<file path="src/rtl/alu_mdu_control.sv">
// EX-stage ALU operation decoder with an iterative unsigned multiply/divide unit.
// The multiply/divide unit shift-adds or restoring-divides one bit per cycle and stalls the pipeline while busy.
module alu_mdu_control #(
  parameter int XLEN = 64
) (
  input  logic            i_clk,
  input  logic            i_rst,
  input  logic            i_valid,
  input  logic            i_flush,
  input  logic [1:0]      i_ALUOp,
  input  logic            i_inst30,
  input  logic            i_inst25,
  input  logic [2:0]      i_funct3,
  input  logic [XLEN-1:0] i_rs1,
  input  logic [XLEN-1:0] i_rs2,
  output logic [3:0]      o_ALU_Optype,
  output logic            o_stall,
  output logic            o_md_valid,
  output logic [XLEN-1:0] o_md_result
);

  localparam int CW = $clog2(XLEN);

  typedef enum logic [1:0] {IDLE, MUL, DIV, DONE} state_t;

  state_t          state_reg;
  logic [CW-1:0]   count_reg;
  logic            op_hi_reg;     // MULHU / REMU select the upper half
  logic [XLEN-1:0] operand_reg;   // multiplicand or divisor
  logic [XLEN-1:0] acc_hi_reg;    // product high half or partial remainder
  logic [XLEN-1:0] acc_lo_reg;    // multiplier or dividend/quotient
  logic [XLEN-1:0] md_result_reg;

  logic            md_legal;
  logic            request;
  logic            last_step;
  logic [XLEN:0]   mul_sum;
  logic [XLEN-1:0] mul_hi_next;
  logic [XLEN-1:0] mul_lo_next;
  logic [XLEN:0]   rem_shift;
  logic [XLEN:0]   trial;
  logic [XLEN-1:0] div_hi_next;
  logic [XLEN-1:0] div_lo_next;

  assign md_legal = (i_funct3 == 3'b000) || (i_funct3 == 3'b011) ||
                    (i_funct3 == 3'b101) || (i_funct3 == 3'b111);

  assign request = i_valid && (i_ALUOp == 2'b10) && i_inst25 && md_legal &&
                   (state_reg == IDLE) && !i_flush;

  assign last_step = (count_reg == CW'(XLEN - 1));

  always_comb begin
    o_ALU_Optype = 4'b1111;
    case (i_ALUOp)
      2'b00: o_ALU_Optype = 4'b0010;
      2'b01: o_ALU_Optype = 4'b0110;
      2'b10: begin
        if (i_inst25) begin
          o_ALU_Optype = md_legal ? 4'b1000 : 4'b1111;
        end else begin
          case ({i_inst30, i_funct3})
            4'b0000: o_ALU_Optype = 4'b0010;
            4'b1000: o_ALU_Optype = 4'b0110;
            4'b0111: o_ALU_Optype = 4'b0000;
            4'b0110: o_ALU_Optype = 4'b0001;
            4'b0100: o_ALU_Optype = 4'b0011;
            4'b0001: o_ALU_Optype = 4'b0100;
            4'b0101: o_ALU_Optype = 4'b0101;
            4'b1101: o_ALU_Optype = 4'b0111;
            default: o_ALU_Optype = 4'b1111;
          endcase
        end
      end
      2'b11: begin
        case (i_funct3)
          3'b000:  o_ALU_Optype = 4'b0010;
          3'b111:  o_ALU_Optype = 4'b0000;
          3'b110:  o_ALU_Optype = 4'b0001;
          3'b100:  o_ALU_Optype = 4'b0011;
          3'b001:  o_ALU_Optype = 4'b0100;
          3'b101:  o_ALU_Optype = i_inst30 ? 4'b0111 : 4'b0101;
          default: o_ALU_Optype = 4'b1111;
        endcase
      end
      default: o_ALU_Optype = 4'b1111;
    endcase
  end

  // Shift-add step: conditionally add the multiplicand to the high half, then shift right with carry.
  assign mul_sum     = {1'b0, acc_hi_reg} + (acc_lo_reg[0] ? {1'b0, operand_reg} : '0);
  assign mul_hi_next = mul_sum[XLEN:1];
  assign mul_lo_next = {mul_sum[0], acc_lo_reg[XLEN-1:1]};

  // Restoring step: the sign bit of the trial subtraction decides the quotient bit.
  assign rem_shift   = {acc_hi_reg, acc_lo_reg[XLEN-1]};
  assign trial       = rem_shift - {1'b0, operand_reg};
  assign div_hi_next = trial[XLEN] ? rem_shift[XLEN-1:0] : trial[XLEN-1:0];
  assign div_lo_next = {acc_lo_reg[XLEN-2:0], ~trial[XLEN]};

  always_ff @(posedge i_clk) begin
    if (i_rst) begin
      state_reg     <= IDLE;
      count_reg     <= '0;
      op_hi_reg     <= 1'b0;
      operand_reg   <= '0;
      acc_hi_reg    <= '0;
      acc_lo_reg    <= '0;
      md_result_reg <= '0;
    end else if (i_flush) begin
      state_reg <= IDLE;
    end else begin
      case (state_reg)
        IDLE: begin
          if (request) begin
            op_hi_reg  <= i_funct3[1];
            count_reg  <= '0;
            acc_hi_reg <= '0;
            if (!i_funct3[2]) begin
              state_reg   <= MUL;
              operand_reg <= i_rs1;
              acc_lo_reg  <= i_rs2;
            end else if (i_rs2 == '0) begin
              state_reg     <= DONE;
              md_result_reg <= i_funct3[1] ? i_rs1 : '1;
            end else begin
              state_reg   <= DIV;
              operand_reg <= i_rs2;
              acc_lo_reg  <= i_rs1;
            end
          end
        end
        MUL: begin
          acc_hi_reg <= mul_hi_next;
          acc_lo_reg <= mul_lo_next;
          count_reg  <= count_reg + CW'(1);
          if (last_step) begin
            state_reg     <= DONE;
            md_result_reg <= op_hi_reg ? mul_hi_next : mul_lo_next;
          end
        end
        DIV: begin
          acc_hi_reg <= div_hi_next;
          acc_lo_reg <= div_lo_next;
          count_reg  <= count_reg + CW'(1);
          if (last_step) begin
            state_reg     <= DONE;
            md_result_reg <= op_hi_reg ? div_hi_next : div_lo_next;
          end
        end
        default: state_reg <= IDLE;
      endcase
    end
  end

  assign o_md_valid  = (state_reg == DONE) && !i_flush;
  assign o_stall     = !i_flush && (request || (state_reg == MUL) || (state_reg == DIV));
  assign o_md_result = md_result_reg;

endmodule

</file>
<file path="config.mk">
export PLATFORM = sky130hd
export DESIGN_NAME = alu_mdu_control
export DESIGN_NICKNAME = d
export VERILOG_FILES = /design/src/rtl/alu_mdu_control.sv
export SDC_FILE = /design/constraint.sdc
export NUM_CORES = 1
export LEC_CHECK = 0
export CELL_PAD_IN_SITES_DETAIL_PLACEMENT = 0
export CELL_PAD_IN_SITES_GLOBAL_PLACEMENT = 1
export CORE_AREA = 2 2 234 236
export DETAILED_ROUTE_END_ITERATION = 12
export DIE_AREA = 0 0 236 238
export PLACE_DENSITY = 0.9
export SETUP_SLACK_MARGIN = 0.3
export SYNTH_ARGS = -nofsm -noshare
export SYNTH_HDL_FRONTEND = slang
export SYNTH_SLANG_ARGS = --single-unit
</file>
<file path="constraint.sdc">
create_clock -name i_clk -period 5.2 [get_ports i_clk]
set_input_delay 1.04 -clock i_clk [delete_from_list [all_inputs] [get_ports i_clk]]
set_output_delay 1.04 -clock i_clk [all_outputs]
set_load 0.02 [all_outputs]
</file>
==> impl_summary.log, run 1 <==
INFO  metric outcome = finished, final reports clean
INFO  metric cts_setup_buffers = 0
INFO  metric htree_levels = 2
INFO  metric mappedNetlistNets = roughly 3.4k
INFO  metric die-width = approximately 240 um
INFO  metric p_int = around 0.0043 W
INFO  metric power.density = around 220 nW/um2
INFO  metric criticalPathCategory = reg -> reg
INFO  metric cts_made_buffers = 36
INFO  metric asyncSetResetFlopFracSynth = 0%
INFO  metric grt_use_total = between 30% and 40%
INFO  metric final_net_count = 3484
INFO  metric clock_tree.buffer_depth = 3
INFO  metric rsz0062_at_grt = no
INFO  metric die_ar = about 56000 um2
INFO  metric clock_sink_count = 265
INFO  metric clock_network_power_share = 45.9%
INFO  metric grt_max_degree = between 90 and 100
INFO  metric crit_fanout = 26
INFO  metric cp_cell_sequence = and2_1 > ha_1 > a21oi_1 > o22ai_1 > or3_1 > o22ai_1 > o31ai_1 > buf_4 > a31oi_1 > o21ai_0 > xor2_1 > a21oi_1 > a2bb2oi_1 > o31ai_1
INFO  metric power_leakage = 11.1 nW
INFO  metric worstSetupStartpointType = flop
INFO  metric initial_utilization = around 44%
INFO  metric hold_path_class = reg -> reg
INFO  metric worst-endpoint-arrival = between 5000 and 6000 ps
INFO  metric detail_route.first_pass.iterations = 8
INFO  metric timing.critical_path.to = o_md_result[62]
INFO  metric synth_top_cell_area_share = 22.6%
INFO  metric nFillCells = 5190
INFO  metric max_clock_freq = 212 MHz
INFO  metric critPathMaxStageDelay = between 600 and 700 ps
INFO  metric postCtsHoldBufs = 0
INFO  metric netlist_area = 23400 um2
INFO  metric core_region_area = around 53000 um2
INFO  metric gp_routability_congestion = between 1 and 1.5
INFO  metric timing.reg2reg.worst_path_depth = 14
INFO  metric syn-mean-instance-area = 7.53 um2
INFO  metric tritoncts_clock_tree = built
INFO  metric synthDistinctLibCells = between 90 and 100
INFO  metric slowest_cell_on_the_critical_path = dfxtp_2
INFO  metric p_seq_share = 33.4%
INFO  metric synth_area_leader_cell = dfxtp_1
INFO  metric timing.final.crit_period = about 4700 ps
INFO  metric headroom_to_the_max_slew_limit = between 30% and 40%
INFO  metric clock_insertion_delay_worst_skew = a little under 600 ps
INFO  metric ctsRootBufferMaster = clkbuf_16
INFO  metric power.switching_fraction = 30.8%
INFO  metric io_pins = 209
INFO  metric seq_area_frac_synth = between 20% and 30%
INFO  metric final-hold-violation-count = 0
INFO  metric max_cap_viol_count = 0
INFO  metric totalWireLength = 104 mm
INFO  metric areaGrowthSynthToFinish = 17.7%
INFO  metric chipHeight = about 240 um
INFO  metric required = between 5000 and 6000 ps
INFO  metric final_cell_count_no_fill = 3933
INFO  metric tightestPinTransition = just over 1000 ps
INFO  metric postLayoutCoreUtil = 51.6%
INFO  metric antenna_violating_nets_post_route = 0
INFO  metric rr_endpoint = o_md_result[62]
INFO  metric post_cts_resize_count = 0
INFO  metric grt.overflow.total = 0
INFO  metric crit_path_end_kind = flop
INFO  metric vdd_ir_drop_max = 244 uV
INFO  metric fp-row-count = 85
INFO  metric wl_per_cell = approximately 26 um
INFO  metric detail_route.vias_per_cell = about 6.7
INFO  metric antenna_found_initial = 2
INFO  metric vias = around 26k
INFO  metric final.period_utilization = 90.6%
INFO  metric ys.warnings.count = 0
INFO  metric synth-edff-count = 0
INFO  metric critPathLaunch = acc_lo_reg[0]
INFO  metric rrSetupSlack = 490 ps
INFO  metric dpl.hpwl = around 78 mm
INFO  metric place.detailed.instances = just under 4k
INFO  metric drt_iter0_markers = between 3k and 4k
INFO  metric grt_pass1_wl = 154 mm
INFO  metric switchingPower = 0.00190 W
INFO  metric report.final.setup_viol = 0
INFO  metric slew_violations = 0
INFO  metric post-route-drc-count = 0
INFO  metric r2r-start = acc_lo_reg[0]
INFO  metric final.setup_skew = 36.4 ps
INFO  metric yosys_most_used_dff = dfxtp_1
INFO  metric clk_transition_reported_paths = around 60 ps
INFO  metric setup_tns = 0 ps
INFO  metric ys_top_cells_by_area = dfxtp_1 23%, mux2i_1 7.7%, ha_1 7.2%
INFO  metric synth.ff_latch_count = between 200 and 300
INFO  metric yosys.cell_count.top_type = a21oi_1
INFO  metric place.port_buffers = about 210
INFO  metric layout-drive-gt1-share = around 6.9%
INFO  metric synth_commonest_cells = 306 x a21oi_1, 292 x nor2_1, 265 x dfxtp_1
INFO  metric mapped_cells = between 3k and 4k
INFO  metric via_count_of_the_first_global_routing_pass = approximately 25k
INFO  metric combinationalPowerShare = between 20% and 30%
## per-stage QoR
step / hold WS (ps) / setup WS (ps) / total power [W] / cell area [um2]
5_1_grt: 458 / 329 / 0.00629 / 27600
3_3_place_gp: 428 / 501 / 0.00332 / 26300
2_1_floorplan: 449 / 1560 / 0.00285 / 23400
3_5_place_dp: 434 / 465 / 0.00333 / 26300
4_1_cts: 441 / 715 / 0.00612 / 27600
6_report: 436 / 489 / 0.00616 / 27600
## final cells by class
| class | instances | area [um2] | share of cell area [%] |
|---|---|---|---|
| multi-input cells | 2511 | 16800 | 61.0 |
| clock inverters | 17 | 302 | 1.09 |
| flip-flops and latches | 265 | 5310 | 19.2 |
| repair buffers | 294 | 2870 | 10.4 |
| well taps | 696 | 871 | 3.16 |
| clock buffers | 48 | 1020 | 3.68 |
| inverters | 101 | 384 | 1.39 |
| diodes | 1 | 2.50 | 0.00907 |
## power groups by stage
stage / registers [W] / logic [W] / clock network (W)
4_1_cts: 0.00206 / 0.00124 / 0.00283
3_3_place_gp: 0.00210 / 0.00122 / 0
2_1_floorplan: 0.00209 / 0.000760 / 0
6_report: 0.00206 / 0.00127 / 0.00282
3_5_place_dp: 0.00210 / 0.00123 / 0
5_1_grt: 0.00206 / 0.00133 / 0.00290
## worst min-delay path by stage
stage               cells after the start              end  slack, ps             from
global route                            2  o_md_result[20]        460  o_md_result[20]
finish                                  2  o_md_result[29]        440  o_md_result[29]
CTS                                     2  o_md_result[29]        440  o_md_result[29]
detailed placement                      2  o_md_result[29]        430  o_md_result[29]
floorplan                               2     count_reg[1]        450     count_reg[1]
global placement                        2  o_md_result[26]        430  o_md_result[26]
## kinds of logic (layout without fill, tap and decap cells)
| group | count (synthesis) | after routing | synth area share (%) |
|---|---|---|---|
| other cells | 0 | 1 | 0 |
| buf+inv | 337 | 460 | 5.95 |
| xor+xnor | 119 | 119 | 4.45 |
| mux | 203 | 203 | 8.80 |
| compound gates | 1156 | 1156 | 32.9 |
| fa+ha+maj | 136 | 136 | 7.32 |
| simple gates | 897 | 897 | 17.9 |
| flops | 265 | 265 | 22.6 |
## layout by cell type, fill, tap and decap left out, drive strengths merged, types with 22 or more instances in the layout
cell type,n
nand2b,26
o21ai,230
nor4,29
nor3,56
nand3,45
buf,88
xnor2,70
dfxtp,265
a21oi,309
a22oi,47
o211ai,32
xor2,49
and2,72
mux2,22
mux2i,181
nor2,294
nand2,257
a31oi,26
a21o,60
nand4,41
a211oi,166
a221oi,99
clkdlybuf4s50,206
ha,134
clkbuf,48
inv,100
## routing by layer
layer,up-vias,wire [um],global-route usage (%)
li1,11900,-,-
met1,12600,43500,47.8
met2,1542,43700,53.4
met3,270,11700,8.98
met4,2,5140,16.3
met5,-,13,0
## worst max-delay path, delay by kind of cell, from the launching register on
| family | cells | cell delay (ps) |
|---|---|---|
| compound gates | 9 | 2550 |
| xor+xnor | 1 | 260 |
| fa+ha+maj | 1 | 290 |
| buf+inv | 1 | 170 |
| flops | 1 | 680 |
| simple gates | 2 | 600 |
(Power assumes the default switching activity.)
==> run 2, diff against run 1 <==
--- a/config.mk
+++ b/config.mk
@@ -7,10 +7,12 @@
 export LEC_CHECK = 0
 export CELL_PAD_IN_SITES_DETAIL_PLACEMENT = 0
 export CELL_PAD_IN_SITES_GLOBAL_PLACEMENT = 1
-export CORE_AREA = 2 2 234 236
+export CORE_AREA = 2 2 232 234
+export CTS_BUF_LIST = sky130_fd_sc_hd__clkbuf_4
 export DETAILED_ROUTE_END_ITERATION = 12
-export DIE_AREA = 0 0 236 238
-export PLACE_DENSITY = 0.9
+export DIE_AREA = 0 0 234 236
+export PLACE_DENSITY = 0.91
+export REMOVE_ABC_BUFFERS = 1
 export SETUP_SLACK_MARGIN = 0.3
 export SYNTH_ARGS = -nofsm -noshare
 export SYNTH_HDL_FRONTEND = slang
==> run 2 against run 1 <==
Against the previous run:
- global-route usage up 0.59 points
- sequential share of layout area is 0.17 points higher
- total power is 12% lower
- wire length decreased by 1.8%
- register-to-register slack gained 99 ps
- clock power decreased by 25%
- combinational power decreased by 4%
- critical path type unchanged
- largest cell class unchanged
- highest routed layer unchanged
==> impl_summary.log, run 2 (synthesis gave the netlist of run 1 again) <==
INFO  metric outcome = finished, final reports clean
INFO  metric slew_violations = 0 (unchanged)
INFO  metric post-route-drc-count = 0 (unchanged)
INFO  metric grt_max_degree = 134 (+46%)
INFO  metric htree_levels = 3 (+1)
INFO  metric detail_route.first_pass.iterations = 7 (-1)
INFO  metric clock_network_power_share = 39.3% (-6.6 points)
INFO  metric wl_per_cell = 25.4 um (-4.1%)
INFO  metric die_ar = 55200 um2 (-1.7%)
INFO  metric postCtsHoldBufs = 0 (unchanged)
INFO  metric postLayoutCoreUtil = 51.6% (about the same)
INFO  metric layout_commonest_cell = a21oi_1
INFO  metric hold_path_class = reg -> reg
INFO  metric crit_path_end_kind = flop
INFO  metric power.switching_fraction = 33.8% (+3.0 points)
INFO  metric layout.cells.most_common_list = 305 x a21oi_1, 286 x nor2_1, 263 x dfxtp_1, 254 x nand2_1, 212 x o21ai_0
INFO  metric grt.overflow.total = 0 (unchanged)
INFO  metric cts_setup_buffers = 0 (unchanged)
INFO  metric p_seq_share = 38.1% (+4.7 points)
INFO  metric dp_slack = 194 ps (-272 ps)
INFO  metric fin_ws = 588 ps (+98.9 ps)
INFO  metric switchingPower = 0.00182 W (-3.8%)
INFO  metric timing.reg2reg.worst_path_depth = 13 (-1)
INFO  metric detail_route.vias_per_cell = 6.61 (-1.2%)
INFO  metric headroom_to_the_max_slew_limit = 25.2% (-6.5 points)
INFO  metric timing.critical_path.to = o_md_result[54]
INFO  metric die-width = 234 um (-0.85%)
INFO  metric required = 5940 ps (+290 ps)
INFO  metric power_leakage = 11.1 nW (about the same)
INFO  metric power.density = 197 nW/um2 (-12%)
INFO  metric io_pins = 209 (unchanged)
INFO  metric grt_use_total = 36.2% (+0.59 points)
INFO  metric final.setup_skew = 84.9 ps (+48.5 ps)
INFO  metric initial_utilization = 44.2% (+0.35 points)
INFO  metric max_clock_freq = 217 MHz (+2.1%)
INFO  metric clock_insertion_delay_worst_skew = 890 ps (+300 ps)
INFO  metric timing.final.crit_period = 4610 ps (-98.9 ps)
INFO  metric vias = 26.6k (+1.2%)
INFO  metric final.period_utilization = 88.7% (-1.9 points)
INFO  metric combinationalPowerShare = 22.6% (+1.9 points)
INFO  metric areaGrowthSynthToFinish = 16.7%
INFO  metric worst-endpoint-arrival = 5350 ps (+190 ps)
INFO  metric criticalPathCategory = reg -> reg
INFO  metric via_count_of_the_first_global_routing_pass = 25.6k (+3.9%)
INFO  metric core_region_area = 53100 um2 (-0.80%)
INFO  metric tightestPinTransition = 1120 ps (+105 ps)
INFO  metric final_net_count = 3539 (+1.6%)
INFO  metric antenna_found_initial = 3 (+1)
INFO  metric fp-row-count = 85 (unchanged)
INFO  metric vdd_ir_drop_max = 158 uV (-35%)
INFO  metric gp_routability_congestion = 1.05 (+0.57%)
INFO  metric critPathLaunch = operand_reg[9]
INFO  metric r2r-start = operand_reg[9]
INFO  metric clock_tree.buffer_depth = 3 (unchanged)
INFO  metric p_int = 0.00357 W (-16%)
INFO  metric dpl.hpwl = 75.9 mm (-2.2%)
INFO  metric place.port_buffers = 208 (unchanged)
INFO  metric post_cts_resize_count = 0 (unchanged)
INFO  metric setup_tns = 0 ps (unchanged)
INFO  metric grt_pass1_wl = 154 mm (-0.24%)
INFO  metric cts_made_buffers = 80 (+120%)
INFO  metric report.final.setup_viol = 0 (unchanged)
INFO  metric totalWireLength = 102 mm (-1.8%)
INFO  metric ctsRootBufferMaster = clkbuf_4
INFO  metric tritoncts_clock_tree = built
INFO  metric rrSetupSlack = 590 ps (+100 ps)
INFO  metric layout-drive-gt1-share = 8.93% (+2.0 points)
INFO  metric power.total = 0.00539 W (-12%)
INFO  metric clock_sink_count = 265 (unchanged)
INFO  metric crit_fanout = 6 (-77%)
INFO  metric worstSetupStartpointType = flop
INFO  metric drt_iter0_markers = 3213 (+0.25%)
INFO  metric max_cap_viol_count = 0 (unchanged)
INFO  metric rsz0062_at_grt = no
INFO  metric final-hold-violation-count = 0 (unchanged)
INFO  metric antenna_violating_nets_post_route = 0 (unchanged)
INFO  metric chipHeight = 236 um (-0.84%)
INFO  metric clk_transition_reported_paths = 60 ps (about the same)
INFO  metric rr_endpoint = o_md_result[54]
run 2: changes by cell type in the layout (fill, tap and decap cells not counted), moves of 5 or more:
| cell | previous run | this run |
|---|---|---|
| clkbuf_1 | 5 | 0 |
| bufinv_16 | 7 | 1 |
| clkbuf_8 | 7 | 1 |
| clkbuf_16 | 36 | 0 |
| clkinv_1 | 2 | 24 |
| clkbuf_4 | 0 | 112 |
| buf_4 | 75 | 88 |
run 2: critical path, stage by stage (launching register included):
cell	delay, ps
dfxtp_1	380
inv_1	60
ha_1	380
a21oi_1	110
o21ai_0	600
nor3_1	200
a2111oi_2	740
o211ai_1	200
and2_1	250
o21ai_1	320
a21oi_1	150
a211oi_1	510
o21ai_0	240
a221oi_1	320
run 2: cell type report:
type / count / area [um2]
Fill cell: 5161 / 25700
Clock inverter: 33 / 174
Multi-Input combinational cell: 2511 / 16800
Clock buffer: 112 / 841
Antenna cell: 4 / 10.0
Tap cell: 696 / 871
Timing Repair Buffer: 305 / 2930
Inverter: 101 / 384
Sequential cell: 265 / 5310
run 2: worst min path at each step:
stage                          from  cells past startpoint               to
floorplan              count_reg[1]                      2     count_reg[1]
global route        o_md_result[16]                      2  o_md_result[16]
global placement    o_md_result[20]                      2  o_md_result[20]
CTS                 o_md_result[16]                      2  o_md_result[16]
finish              o_md_result[17]                      2  o_md_result[17]
detailed placement  o_md_result[16]                      2  o_md_result[16]
run 2: layer usage:
metal / vias up / part of all wire (%) / track usage (%)
li1: 12000 / - / -
met1: 12600 / 41 / 47.9
met2: 1625 / 42 / 54.0
met3: 356 / 10 / 8.04
met4: 6 / 6.3 / 19.7
met5: - / 0.12 / 1.16
run 2: per-stage QoR:
step / hold slack (ps) / std cells / area, um2
4_1_cts: 443 / 4023 / 27400
5_1_grt: 461 / 4027 / 27400
2_1_floorplan: 443 / 2877 / 22400
3_5_place_dp: 433 / 3878 / 26300
6_report: 445 / 4027 / 27400
3_3_place_gp: 427 / 3878 / 26300
run 2: power by group through the flow:
stage / clock network, W / registers (W) / logic, W
2_1_floorplan: 0 / 0.00210 / 0.000700
3_3_place_gp: 0 / 0.00210 / 0.00117
3_5_place_dp: 0 / 0.00210 / 0.00118
4_1_cts: 0.00214 / 0.00206 / 0.00119
5_1_grt: 0.00224 / 0.00206 / 0.00128
6_report: 0.00212 / 0.00206 / 0.00122
